`src/rtl/core_ctrl_pkg.sv`:
```
// Shared definitions for the core run controller.
//   state_t      : sequencer states IDLE..HALT
//   *_DEF        : default widths and the halt opcode used by core_run_ctrl
package core_ctrl_pkg;

  localparam int         PC_W_DEF     = 6;
  localparam int         XLEN_DEF     = 32;
  localparam int         CNT_W_DEF    = 32;
  localparam logic [6:0] HALT_OPC_DEF = 7'h7F;

  typedef enum logic [2:0] {
    ST_IDLE,
    ST_LOAD,
    ST_PRIME,
    ST_RUN,
    ST_PAUSE,
    ST_HALT
  } state_t;

endpackage

```
`src/rtl/core_run_ctrl.sv`:
```
// Run/step/halt sequencer for a single-cycle datapath and its instruction memory.
// Owns the PC presented to imem, forwards program-load beats to the imem write
// port, primes the registered-address imem for one cycle before running, gates
// datapath commits through core_en, stops on the halt opcode or a misaligned
// next PC, and counts retired instructions.
// Ports:
//   clk, rst_n                 clock, synchronous active-low reset
//   start, step, abort         control pulses (run from 0 / retire one / to IDLE)
//   load_valid/ready/last      program-load handshake; load_addr/load_data beat
//   instruction, nPc           imem read data and datapath next-PC byte address
//   pc                         word address to imem
//   imem_we/waddr/wdata        imem write port
//   core_en                    datapath may commit this cycle
//   halted, err, retire_cnt    status: halt reached, misaligned nPc, retired count
module core_run_ctrl
  import core_ctrl_pkg::*;
#(
  parameter int         PC_W     = PC_W_DEF,
  parameter int         XLEN     = XLEN_DEF,
  parameter logic [6:0] HALT_OPC = HALT_OPC_DEF,
  parameter int         CNT_W    = CNT_W_DEF
) (
  input  logic             clk,
  input  logic             rst_n,
  input  logic             start,
  input  logic             step,
  input  logic             abort,
  input  logic             load_valid,
  output logic             load_ready,
  input  logic             load_last,
  input  logic [PC_W-1:0]  load_addr,
  input  logic [XLEN-1:0]  load_data,
  input  logic [XLEN-1:0]  instruction,
  input  logic [XLEN-1:0]  nPc,
  output logic [PC_W-1:0]  pc,
  output logic             imem_we,
  output logic [PC_W-1:0]  imem_waddr,
  output logic [XLEN-1:0]  imem_wdata,
  output logic             core_en,
  output logic             halted,
  output logic             err,
  output logic [CNT_W-1:0] retire_cnt
);

  state_t           state_reg, state_next;
  logic             single_reg, single_next;   // 1: RUN retires one word then PAUSE
  logic [PC_W-1:0]  pc_reg;
  logic [CNT_W-1:0] cnt_reg;
  logic             err_reg;
  logic             halted_reg;
  logic             is_halt;
  logic             misaligned;

  // Only the word-address slice of nPc and the opcode field are consumed.
  logic unused_bits;
  assign unused_bits = ^{nPc[XLEN-1:PC_W+2], instruction[XLEN-1:7]};

  // State register
  always_ff @(posedge clk) begin
    if (!rst_n) begin
      state_reg  <= ST_IDLE;
      single_reg <= 1'b0;
    end else begin
      state_reg  <= state_next;
      single_reg <= single_next;
    end
  end

  // Next-state logic
  always_comb begin
    state_next  = state_reg;
    single_next = single_reg;
    if (abort) begin
      state_next = ST_IDLE;
    end else begin
      case (state_reg)
        ST_IDLE: begin
          if (load_valid) begin
            state_next = ST_LOAD;
          end else if (start) begin
            state_next  = ST_PRIME;
            single_next = 1'b0;
          end else if (step) begin
            state_next  = ST_PRIME;
            single_next = 1'b1;
          end
        end
        ST_LOAD: begin
          if (load_valid && load_last) state_next = ST_IDLE;
        end
        ST_PRIME: state_next = ST_RUN;
        ST_RUN: begin
          // A misaligned nPc still commits; the error wins over single-step pause.
          if (is_halt || misaligned) state_next = ST_HALT;
          else if (single_reg)       state_next = ST_PAUSE;
        end
        ST_PAUSE: begin
          if (start) begin
            state_next  = ST_PRIME;
            single_next = 1'b0;
          end else if (step) begin
            state_next = ST_RUN;
          end
        end
        ST_HALT: begin
          if (load_valid) begin
            state_next = ST_LOAD;
          end else if (start) begin
            state_next  = ST_PRIME;
            single_next = 1'b0;
          end
        end
        default: state_next = ST_IDLE;
      endcase
    end
  end

  // Output logic. Strobes are masked during reset/abort so the in-flight
  // beat or instruction is dropped rather than committed.
  always_comb begin
    is_halt    = (instruction[6:0] == HALT_OPC);
    misaligned = (nPc[1:0] != 2'b00);
    core_en    = rst_n & ~abort & (state_reg == ST_RUN) & ~is_halt;
    imem_we    = rst_n & ~abort & (state_reg == ST_LOAD) & load_valid;
  end

  // PC, retire counter and status flags
  always_ff @(posedge clk) begin
    if (!rst_n || abort) begin
      pc_reg     <= '0;
      cnt_reg    <= '0;
      err_reg    <= 1'b0;
      halted_reg <= 1'b0;
    end else begin
      halted_reg <= (state_next == ST_HALT);
      if (state_next == ST_PRIME) begin
        pc_reg  <= '0;
        cnt_reg <= '0;
        err_reg <= 1'b0;
      end else if (core_en) begin
        if (cnt_reg != '1) cnt_reg <= cnt_reg + CNT_W'(1);
        if (misaligned) err_reg <= 1'b1;
        else            pc_reg  <= nPc[PC_W+1:2];
      end
    end
  end

  assign load_ready = (state_reg == ST_LOAD);
  assign imem_waddr = load_addr;
  assign imem_wdata = load_data;
  assign pc         = pc_reg;
  assign retire_cnt = cnt_reg;
  assign err        = err_reg;
  assign halted     = halted_reg;

endmodule

```
`config.mk`:
```
export PLATFORM = sky130hd
export DESIGN_NAME = core_run_ctrl
export DESIGN_NICKNAME = d
export VERILOG_FILES = /design/src/rtl/core_ctrl_pkg.sv /design/src/rtl/core_run_ctrl.sv
export SDC_FILE = /design/constraint.sdc
export NUM_CORES = 1
export LEC_CHECK = 0
export ABC_CLOCK_PERIOD_IN_PS = 2300
export CORE_MARGIN = 1.5
export CORE_UTILIZATION = 32
export DETAILED_ROUTE_END_ITERATION = 8
export PLACE_DENSITY = 0.85
export SYNTH_ARGS = -nofsm -noshare
export SYNTH_HDL_FRONTEND = slang
export SYNTH_SLANG_ARGS = --single-unit
```
`constraint.sdc`:
```
create_clock -name clk -period 2.3 [get_ports clk]
set_clock_uncertainty 0.1 [all_clocks]
set_input_delay 0.46 -clock clk [delete_from_list [all_inputs] [get_ports clk]]
set_output_delay 0.46 -clock clk [all_outputs]
set_load 0.01 [all_outputs]
```
==> results.yml <==
timing:
  grt_setup_unrepaired: "yes"
  fin_crit_ns: 2.26
  setup_viol: 0
  worst_pin_slew_ns: 0.349
  fin_crit_sh_pct: 98.4
  finalMaxSlewViolations: 0
  worst_hold_slack_ns: 0.358
  setup_tns_ns: 0
  hold_viol: 0
  max_freq_ghz: 0.442
  relSlewSlack_pct: 76.5
clocking:
  root_buffer: "clkbuf_8"
  clockBufferDepth: 2
  cts-buffers-inserted: 5
  clkTransAtPathRegs_ns: 0.08
  clk_latency_ns: 0.28
  cts_hold_buf: 0
  clock-sinks: 44
  h-tree-depth: 2
  cts_tree: "yes"
yosys:
  syn_inst: 321
  synth-async-reset-ratio_pct: 0
  yosysTopAreaCell: "dfxtp_1"
  yosys_warnings: 0
  yosys-top-cells-count: "dfxtp_1, buf_4, a21oi_1"
  synth_edf_count: 0
  syn_nets: 431
  synthMostInstantiatedCell: "dfxtp_1"
  synthesis.area_sq_mm: 0.00264
  syn-mean-instance-area_sq_um: 8.22
  synth_area_leaders: "dfxtp_1, buf_4, a21oi_1"
  synth-main-ff-cell: "dfxtp_1"
  synth_cell_types: 52
  synthDominantCellAreaShare_pct: 33.4
  ys_seq_area_share_pct: 33.4
  ys_ff_latch: 44
floorplan:
  fp.coreArea_sq_mm: 0.00785
  die_w_um: 93.8
  fp.dieArea_sq_mm: 0.00880
  initial_core_util_pct: 33.6
  ioPinCount: 190
  fp-row-count: 32
  fp.dieH_um: 93.8
critical_path:
  path_class: "in2reg"
  cp_slowest_stage_delay_ns: 0.51
  crit_chain: "clkdlybuf4s50_1 > and4_4 > a2111oi_4 > buf_4 > nand4b_4 > or4_4 > a21oi_2"
  cp_max_fo: 6
  crit_required_ns: 2.42
  critPathLaunchType: "input port"
  cpMaxStageDelayCell: "or4_4"
  end_kind: "register"
  r2r_setup_slack_ns: 0.09
  cp.arrival_ns: 2.39
cells_and_area:
  fin_nets: 492
  drive_above_1_share_pct: 22.1
  insertedDiodeCount: 0
  fin_area_sq_mm: 0.00352
  stdcell_count: 482
  syn2layout_area_growth_pct: 33.5
  largest_register_ffs: 32
detailed_routing:
  vias: 2605
  drt_iter0_drc: 114
  post_drt_wl_per_cell_um: 14.2
  via_per_inst: 5.40
  dr.pass1.iters: 4
  routed_wl_um: 6830
  antenna_left: 0
  drc_errors: 0
global_route:
  grt_pass1_vias: 2356
  grt_pass1_wl_um: 10700
  antenna_found_initial: 0
  grt_usage_pct: 15.0
  grt_max_degree: 33
  grt-ovfl-total: 0
power:
  seq_power_share_pct: 57.9
  p_sw_mw: 0.292
  powerDensity_mw_per_mm2: 376
  vdd_drop_max_uv: 169
  clkPwrFrac_pct: 32.4
  netSwitchingFraction_pct: 22.0
  p_leak_nw: 1.17
  p_int_mw: 1.03
  comb_power_share_pct: 9.7
placed_design:
  portBuffers: 64
  hpwlAfterDp_um: 4940
  place.gp.congestion: 0.845
  place_area_sq_mm: 0.00332
  dp_cells: 470
worst_hold_path:
  hp-class: "reg2reg"
job:
  drv_cap: 0
run_status:
  outcome: "finished clean"
[kinds of logic (layout without fill, tap and decap cells)]
group | Yosys count | count (layout) | share of synthesized area (%)
xor gates and xnor gates | 1 | 1 | 0.332
buffers and inverters | 62 | 120 | 15.1
adders and majority gates | 1 | 1 | 0.474
and+or+nand+nor | 130 | 131 | 30.1
muxes | 1 | 1 | 0.380
AOI/OAI and AO/OA | 82 | 82 | 20.2
DFF | 44 | 44 | 33.4
[final cells by class]
class	count	area [sq um]
inverters	11	42.5
well taps	102	128
flip-flops and latches	44	883
multi-input cells	216	1440
clock buffers	5	68.8
repair buffers	104	956
fillers	760	4330
[cells in the final DEF, fill, tap and decap left out, types with 3 or more instances in the layout]
master	n
nand3_1	18
dfxtp_1	42
inv_1	10
nor2_1	13
a21oi_1	34
nand3b_1	3
or4_1	13
nand2_1	23
nand4_1	9
o21ai_0	7
clkdlybuf4s50_1	58
o31ai_1	16
o211ai_1	3
a31oi_1	4
and3b_1	3
clkbuf_8	5
a21oi_2	3
nor3_1	7
dlymetal6s2s_1	3
and3_1	4
or4_4	3
and4_2	4
buf_4	39
or3_1	8
[power groups by stage]
stage	Clock [mW]	Sequential [mW]	Combinational [mW]
4_1_cts	0.443	0.766	0.120
2_1_floorplan	0	0.783	0.118
6_report	0.429	0.767	0.128
3_3_place_gp	0	0.784	0.115
3_5_place_dp	0	0.784	0.117
5_1_grt	0.479	0.767	0.136
[what timing repair did]
action / CTS / global route
buffers inserted: 4 / 2
pin swaps: 5 / 10
endpoints found under the setup margin: 20 / 18
gates cloned: 1 / 0
resized for setup: 12 / 20
hold endpoints to repair: 0 / 0
[stage by stage]
stage | total power [mW] | setup slack [ns] | utilization [%]
after CTS | 1.33 | 0.00377 | 43.9
final | 1.32 | 0.0376 | 44.9
after global routing | 1.38 | -0.0414 | 44.9
after detailed placement | 0.901 | -0.439 | 42.3
after global placement | 0.900 | -0.400 | 42.3
after floorplan | 0.900 | 0.0776 | -
[worst max-delay path, delay by kind of cell]
| family | cells | cell delay, ns |
|---|---|---|
| AO/OA/AOI/OAI | 2 | 0.50 |
| buffers and inverters | 2 | 0.61 |
| AND/OR/NAND/NOR | 3 | 0.82 |
[routing by layer]
metal / track usage, % / part of all wire [%] / vias up
met4: 3.86 / 0.88 / 0
met1: 17.2 / 44 / 1247
met3: 3.32 / 5.1 / 12
li1: - / - / 1285
met5: 0 / 0 / -
met2: 27.8 / 50 / 61
[path summary, 6_finish.rpt]
| kind | from | endpoint | depth (start not counted) |
|---|---|---|---|
| setup / recovery | instruction[6] | retire_cnt[29] | 7 |
| hold / removal | pc[3] | pc[3] | 2 |
| setup reg to reg | retire_cnt[10] | retire_cnt[29] | 5 |
| hold reg to reg | pc[3] | pc[3] | 2 |
No activity file was read; power rests on OpenSTA's default activity.
